**src/rtl/pipe_hazard_ctrl.sv**
```systemverilog
// Pipeline hazard/flush controller: per-stage write enables, flushes and cache controls from freeze/exception/stall/redirect requests.
// Latency: outputs are combinational in the current inputs and state; state (pending exception, store tracker, counters) updates on clk.
// Backpressure: mem_busy/if_busy freeze every stage; load-vs-store line conflicts and stall_req hold the younger stages.
// Ports: clk, resetn (sync, active low); request inputs mem_busy/if_busy/exc_flush/stall_req/redir_req;
//        the memory op at LD_STAGE (ls_*); outputs stage_wr/stage_flush/wr_disable, I/D cache controls,
//        and the saturating stall_cnt/redir_cnt counters.
module pipe_hazard_ctrl #(
   parameter int N_STAGE    = 7,
   parameter int LD_STAGE   = 4,
   parameter int EXC_STAGE  = 4,
   parameter int ST_DEPTH   = 2,
   parameter int LINE_OFS_W = 5,
   parameter int CNT_W      = 32
) (
   input  logic               clk,
   input  logic               resetn,
   input  logic               mem_busy,
   input  logic               if_busy,
   input  logic               exc_flush,
   input  logic [N_STAGE-1:0] stall_req,
   input  logic [N_STAGE-1:0] redir_req,
   input  logic               ls_valid,
   input  logic               ls_is_store,
   input  logic               ls_cached,
   input  logic [31:0]        ls_addr,
   output logic [N_STAGE-1:0] stage_wr,
   output logic [N_STAGE-1:0] stage_flush,
   output logic [N_STAGE-1:0] wr_disable,
   output logic               icache_flush,
   output logic               ireq_valid,
   output logic               dreq_valid,
   output logic               icache_stall,
   output logic               dcache_stall,
   output logic [CNT_W-1:0]   stall_cnt,
   output logic [CNT_W-1:0]   redir_cnt
);

   localparam int LINE_W = 32 - LINE_OFS_W;
   localparam int KW     = (N_STAGE > 1) ? $clog2(N_STAGE) : 1;
   localparam logic [CNT_W-1:0] CNT_ONE = 1;

   logic                exc_pend;
   logic [ST_DEPTH-1:0] st_v;
   logic [LINE_W-1:0]   st_line [ST_DEPTH];

   logic [LINE_W-1:0]   ls_line;
   logic                ld_conflict;
   logic [KW-1:0]       stall_k;
   logic [KW-1:0]       redir_k;
   logic                exc_row;
   logic                ldc_row;
   logic                redir_row;
   logic                st_new_v;

   // Offset bits within a line never take part in the store/load compare.
   logic unused_ofs;
   assign unused_ofs = ^ls_addr[LINE_OFS_W-1:0];

   assign ls_line = ls_addr[31:LINE_OFS_W];

   // A cached load hits a line still being written by an older in-flight store.
   always_comb begin
      ld_conflict = 1'b0;
      for (int i = 0; i < ST_DEPTH; i++) begin
         if (st_v[i] && (st_line[i] == ls_line)) ld_conflict = 1'b1;
      end
      ld_conflict = ld_conflict & ls_valid & ~ls_is_store & ls_cached;
   end

   // Oldest (highest-index) requester wins for both stalls and redirects.
   always_comb begin
      stall_k = '0;
      redir_k = '0;
      for (int i = 0; i < N_STAGE; i++) begin
         if (stall_req[i]) stall_k = i[KW-1:0];
         if (redir_req[i]) redir_k = i[KW-1:0];
      end
   end

   always_comb begin
      stage_wr     = '1;
      stage_flush  = '0;
      wr_disable   = '0;
      icache_flush = 1'b0;
      ireq_valid   = 1'b1;
      dreq_valid   = 1'b1;
      icache_stall = 1'b0;
      dcache_stall = 1'b0;
      exc_row      = 1'b0;
      ldc_row      = 1'b0;
      redir_row    = 1'b0;
      if (!resetn) begin
         stage_wr     = '0;
         stage_flush  = '1;
         wr_disable   = '1;
         icache_flush = 1'b1;
         ireq_valid   = 1'b0;
         dreq_valid   = 1'b0;
      end else if (mem_busy) begin
         stage_wr = '0;
         for (int i = 0; i < N_STAGE; i++) wr_disable[i] = (i >= LD_STAGE);
         dreq_valid   = 1'b0;
         icache_stall = 1'b1;
         dcache_stall = 1'b1;
      end else if (exc_flush || exc_pend) begin
         // A redirect in the same cycle is dropped: the exception owns the PC.
         exc_row = 1'b1;
         for (int i = 0; i < N_STAGE; i++) begin
            stage_flush[i] = (i <= EXC_STAGE);
            wr_disable[i]  = (i >= 1) && (i <= EXC_STAGE);
         end
         icache_flush = 1'b1;
         ireq_valid   = 1'b0;
         dreq_valid   = 1'b0;
      end else if (if_busy) begin
         stage_wr = '0;
         for (int i = 0; i < N_STAGE; i++) wr_disable[i] = (i >= LD_STAGE);
         ireq_valid   = 1'b0;
         icache_stall = 1'b1;
         dcache_stall = 1'b1;
      end else if (ld_conflict) begin
         // Older stages keep draining so the conflicting store moves out of the way.
         ldc_row = 1'b1;
         for (int i = 0; i < N_STAGE; i++) begin
            stage_wr[i]    = (i > LD_STAGE);
            stage_flush[i] = (i == LD_STAGE + 1);
         end
         ireq_valid   = 1'b0;
         dreq_valid   = 1'b0;
         icache_stall = 1'b1;
      end else if (|stall_req) begin
         for (int i = 0; i < N_STAGE; i++) begin
            stage_wr[i]    = (i > int'(stall_k));
            stage_flush[i] = (i == int'(stall_k) + 1);
            wr_disable[i]  = (i == int'(stall_k)) && (int'(stall_k) > LD_STAGE);
         end
         icache_stall = 1'b1;
      end else if (|redir_req) begin
         redir_row = 1'b1;
         for (int i = 0; i < N_STAGE; i++) stage_flush[i] = (i >= 1) && (i < int'(redir_k));
         icache_flush = 1'b1;
         ireq_valid   = 1'b0;
      end
   end

   assign st_new_v = ~ldc_row & ls_valid & ls_is_store & ls_cached & ~stage_flush[LD_STAGE+1];

   always_ff @(posedge clk) begin
      if (!resetn) begin
         exc_pend  <= 1'b0;
         st_v      <= '0;
         stall_cnt <= '0;
         redir_cnt <= '0;
         for (int i = 0; i < ST_DEPTH; i++) st_line[i] <= '0;
      end else begin
         // Exceptions arriving under a memory freeze are replayed once it lifts.
         if (mem_busy) begin
            if (exc_flush) exc_pend <= 1'b1;
         end else if (exc_row) begin
            exc_pend <= 1'b0;
         end

         // Tracker entry i mirrors the store sitting at stage LD_STAGE+1+i.
         if (stage_wr[LD_STAGE+1]) begin
            st_v[0]    <= st_new_v;
            st_line[0] <= ls_line;
            for (int i = 1; i < ST_DEPTH; i++) begin
               st_v[i]    <= st_v[i-1];
               st_line[i] <= st_line[i-1];
            end
         end
         if (exc_row) begin
            for (int i = 0; i < ST_DEPTH; i++) begin
               if (LD_STAGE + 1 + i <= EXC_STAGE) st_v[i] <= 1'b0;
            end
         end

         if (!stage_wr[0] && (stall_cnt != '1)) stall_cnt <= stall_cnt + CNT_ONE;
         if ((exc_row || redir_row) && (redir_cnt != '1)) redir_cnt <= redir_cnt + CNT_ONE;
      end
   end

endmodule

```
**config.mk**
```make
export PLATFORM = sky130hd
export DESIGN_NAME = pipe_hazard_ctrl
export DESIGN_NICKNAME = d
export VERILOG_FILES = /design/src/rtl/pipe_hazard_ctrl.sv
export SDC_FILE = /design/constraint.sdc
export NUM_CORES = 1
export LEC_CHECK = 0
export ABC_AREA = 1
export BUFFER_PORTS_ARGS = -buffer_cell sky130_fd_sc_hd__buf_2
export CAP_MARGIN = 20
export CORE_MARGIN = 5
export CORE_UTILIZATION = 50
export DETAILED_ROUTE_END_ITERATION = 6
export HOLD_SLACK_MARGIN = 0.15
export PLACE_DENSITY_LB_ADDON = 0.1
export SYNTH_ARGS = -nofsm -noshare
export SYNTH_HDL_FRONTEND = slang
export SYNTH_SLANG_ARGS = --single-unit
```
**constraint.sdc**
```tcl
create_clock -name clk -period 5.85 [get_ports clk]
set_input_delay 0.585 -clock clk [delete_from_list [all_inputs] [get_ports clk]]
set_output_delay 0.585 -clock clk [all_outputs]
set_load 0.01 [all_outputs]
```
==> results.md <==
- The number of nets in the synthesized netlist is 1149.
- Overall power consumption after layout is estimated at 2.19 mW.
- The number of ports placed on the die boundary is 144.
- The total number of vias is 7211.
- On the critical path the largest part of the delay comes from simple AND/OR/NAND/NOR gates.
- The share of synthesized area occupied by flip-flops and latches is 39.5%.
- For this design the ratio of total power to cell area is 247 nW/µm².
- Setup repair after global routing left no endpoint under its margin.
- The clock drives 121 sinks.
- The setup TNS after final layout is 0 ns.
- The count of buffer and inverter cells on the critical path is 1.
- Timing would allow up to 275 MHz.
- Data arrives at the worst endpoint at 3.05 ns.
- The setup fix buffers added after clock tree synthesis is 0.
- After clock tree synthesis, the clock-pin slew on the worst setup and hold paths is 0.05 ns.
- The number of hold violations in the final report was 0.
- Sorting the synthesized cells by how often they occur yields 312 x sky130_fd_sc_hd__nand2_1, 144 x sky130_fd_sc_hd__inv_1, 139 x sky130_fd_sc_hd__nor2_1.
- The cell repeated most along the worst path is sky130_fd_sc_hd__nand2_1.
- The number of H-tree branching levels is 4.
- The total cell area at the placement stage is 8280 µm².
- The post-route cell area is 8860 µm².
- The nature of the critical path startpoint is a flip-flop.
- Per report_power, the clock group accounts for 47.7% of the total.
- The detailed placer's ending HPWL is 14200 µm.
- sky130_fd_sc_hd__nand2_1 is the most common cell in the netlist.
- The predominant post-synthesis flop cell is sky130_fd_sc_hd__dfxtp_1.
- The register share of total power is 43.0%.
- The die width is 133 µm.
- At the end of the flow, the number of nets in the layout was 1276.
- The clock period minus final worst setup slack is 3.64 ns.
- Global routing used 22.4% of the available tracks.
- The category of the worst setup path capture point is an output pin.
- In this run, post-CTS repair resized a total of 0 instances.
- The later pin in the worst-skew pair is clocked with a latency of 0.42 ns.
- The fraction of power spent switching nets is 24.0%.
- After synthesis the netlist holds a flip-flop and latch count of 121.
- The clock passes through at most 2 buffers.
- The post-route antenna net violation count is 0.
- Buffers inserted to repair hold after CTS numbered 0.
- The worst clock skew is 0.00421 ns.
- The starting density of the core is 51.2%.
- On the worst path, the slowest cell contributes a delay of 0.54 ns.
- The critical path class is flip-flop to output pin.
- Of the total power, combinational logic draws 9.3%.
- In this run the cell area of the synthesized design comes to 7500 µm².
- The repair_antennas step left the layout with diodes totalling 0.
- The first detailed-routing pass ran for 5 iterations.
- Traced cell by cell, the critical path runs through xnor2_1, nand2_1, nor2_1, nand2_1, nor2_1, nand2_1, nand2_1, nand2_1, nand3_1, nand2_1, nand2_2, o31ai_1, buf_2.
- The largest voltage drop on the vdd net is 0.194 mV.
- In this run the worst path has a maximum fanout of 36.
- The number of DRC violations after detailed-routing iteration 0 is 655.
- Headroom to the max-slew limit came out at 31.0%.
- At the end of routability-driven placement, the weighted congestion stood at 0.908.
- The floorplan step defined a core boundary enclosing 14600 µm².
- The class of the tightest hold or removal check is flip-flop to flip-flop.
- The tree is rooted in a sky130_fd_sc_hd__clkbuf_16.
- After detailed routing, the number of remaining DRC violations is 0.
- In the post-synthesis netlist, the biggest area contributors are sky130_fd_sc_hd__edfxtp_1 22%, sky130_fd_sc_hd__dfxtp_1 18%, sky130_fd_sc_hd__nand2_1 16%.
- The switching power is 0.525 mW.
- The height of the die is 133 µm.
- The fraction of final layout cells with drive strength greater than 1 is 15.7%.
- Synthesis instantiated 35 different standard cells from the library.
- The total detailed-routing wirelength is 19500 µm.
- On the critical path, the stage with the largest delay is an instance of sky130_fd_sc_hd__nand2_2.
- In this run, synthesis inferred 54 flip-flops with an integrated enable.
- Entering global routing, the biggest net connects 64 pins.
- The overall die area is 17600 µm².
- The top cell type's share of synthesized area is 21.6%.
- The count of pins over their slew limit came to 0.
- For the pin with the worst max-slew slack, the measured transition is 1.03 ns.
- The first-pass GRT wire length is 32800 µm.
- The global route total overflow is 0.
- The site row count is 44.
- The post-layout utilization of the core is 60.5%.
- The internal portion of the total power is 1.66 mW.
- The average vias per placed instance is 5.09.
- The top cell type by total area after synthesis is sky130_fd_sc_hd__edfxtp_1.
- The number of global-route vias before repair is 6810.
- In the finished design, the share of the clock period the worst path needs comes to 62.2%.
- Setup violations remaining at the end of the flow were counted as 0.
- The synthesized instance count is 1092.
- After synthesis, the mean cell area works out to 6.87 µm².
- In this run the static leakage power is 3.97 nW.
- The number of maximum-capacitance constraint violations is 0.
- The synthesis-to-finish area growth is 18.1%.
- TritonCTS built the clock tree.
- The critical path data required time is 5.27 ns.
- For this run, asynchronously set or reset flops after synthesis account for 0%.
- Buffers inserted during clock tree synthesis total 17.
- The run finished with clean final reports.
- Buffers placed on the I/O ports in this run total 138.
- The number of antenna violations at the first check in global routing is 0.
- The detailed-route wire length per cell is 13.8 µm.
- The number of warning messages in the yosys log is 0.
-- final timing paths --
path,startpoint,endpoint,slack [ns],cells past startpoint
worst max-delay path,st_line[0][6],stage_wr[3],2.21,13
worst min-delay path,stall_cnt[31],stall_cnt[31],0.48,2
worst max register to register,redir_cnt[0],redir_cnt[1],2.30,12
worst min register to register,stall_cnt[31],stall_cnt[31],0.48,2
-- worst register-to-register path: stages (launching register included) --
cell and delay [ns]:
sky130_fd_sc_hd__dfxtp_1 0.38, sky130_fd_sc_hd__ha_1 0.21, sky130_fd_sc_hd__inv_1 0.13, sky130_fd_sc_hd__nor3_4 0.18, sky130_fd_sc_hd__nand2_1 0.13, sky130_fd_sc_hd__nor3_2 0.12, sky130_fd_sc_hd__nand2_1 0.08, sky130_fd_sc_hd__nor4_2 0.20
sky130_fd_sc_hd__nand2_1 0.64, sky130_fd_sc_hd__nand2_1 1.06, sky130_fd_sc_hd__inv_1 0.14, sky130_fd_sc_hd__nor2_1 0.13, sky130_fd_sc_hd__nor2_1 0.05
-- cells by family (layout without fill, tap and decap cells) --
logic type,Yosys count,count (layout),share of synthesized area (%)
simple gates,605,605,34.2
buf+inv,189,329,10.1
flops,121,121,39.5
compound gates,100,100,7.07
xor+xnor,74,74,8.64
fa+ha+maj,3,3,0.500
-- power by group through the flow --
stage	sequential (mW)	combinational, mW	clock, mW
after floorplan	0.955	0.137	0
after global placement	0.956	0.202	0
after detailed placement	0.957	0.203	0
after CTS	0.940	0.205	1.05
after global routing	0.944	0.233	1.10
final	0.940	0.204	1.04
-- flip-flops by register name, indices dropped and copies added (netlist names) --
signal     cells
st_line       54
st_v           2
exc_pend       1
stall_cnt     32
redir_cnt     32
-- stage by stage --
stage,std cells,hold WS (ns),setup slack [ns]
2_1_floorplan,1092,0.459,2.84
3_3_place_gp,1384,0.466,2.19
3_5_place_dp,1384,0.474,2.18
4_1_cts,1416,0.481,2.16
5_1_grt,1416,0.512,1.85
6_report,1416,0.479,2.21
-- cell type report --
| cell class | instances | area, µm² |
|---|---|---|
| Inverter | 156 | 586 |
| Multi-Input combinational cell | 782 | 3780 |
| Tap cell | 184 | 230 |
| Clock buffer | 24 | 493 |
| Fill cell | 1453 | 5780 |
| Timing Repair Buffer | 141 | 713 |
| Clock inverter | 8 | 93.8 |
| Sequential cell | 121 | 2960 |
-- layer usage --
metal,GRT usage (%),vias up,share of wire (%)
li1,-,3729,-
met1,30.8,3236,47
met2,36.3,221,47
met3,5.01,25,5.7
met4,5.14,0,1.1
met5,0,-,0
-- cell usage in the layout, fill, tap and decap left out, drive strengths merged --
cell | Yosys | routed
nand2 | 315 | 315
inv | 156 | 156
buf | 20 | 141
nor2 | 139 | 139
nand3 | 79 | 79
a21oi | 71 | 71
dfxtp | 67 | 67
edfxtp | 54 | 54
xor2 | 51 | 51
nor3 | 38 | 38
nor4 | 24 | 24
clkbuf | 13 | 24
xnor2 | 23 | 23
o21ai | 21 | 21
nand4 | 9 | 9
clkinv | 0 | 6
ha | 3 | 3
o31ai | 2 | 2
bufinv | 0 | 2
a22oi | 1 | 1
a221oi | 1 | 1
o211ai | 1 | 1
a31oi | 1 | 1
o21bai | 1 | 1
nor3b | 1 | 1
o22ai | 1 | 1
(Power assumes the default switching activity.)
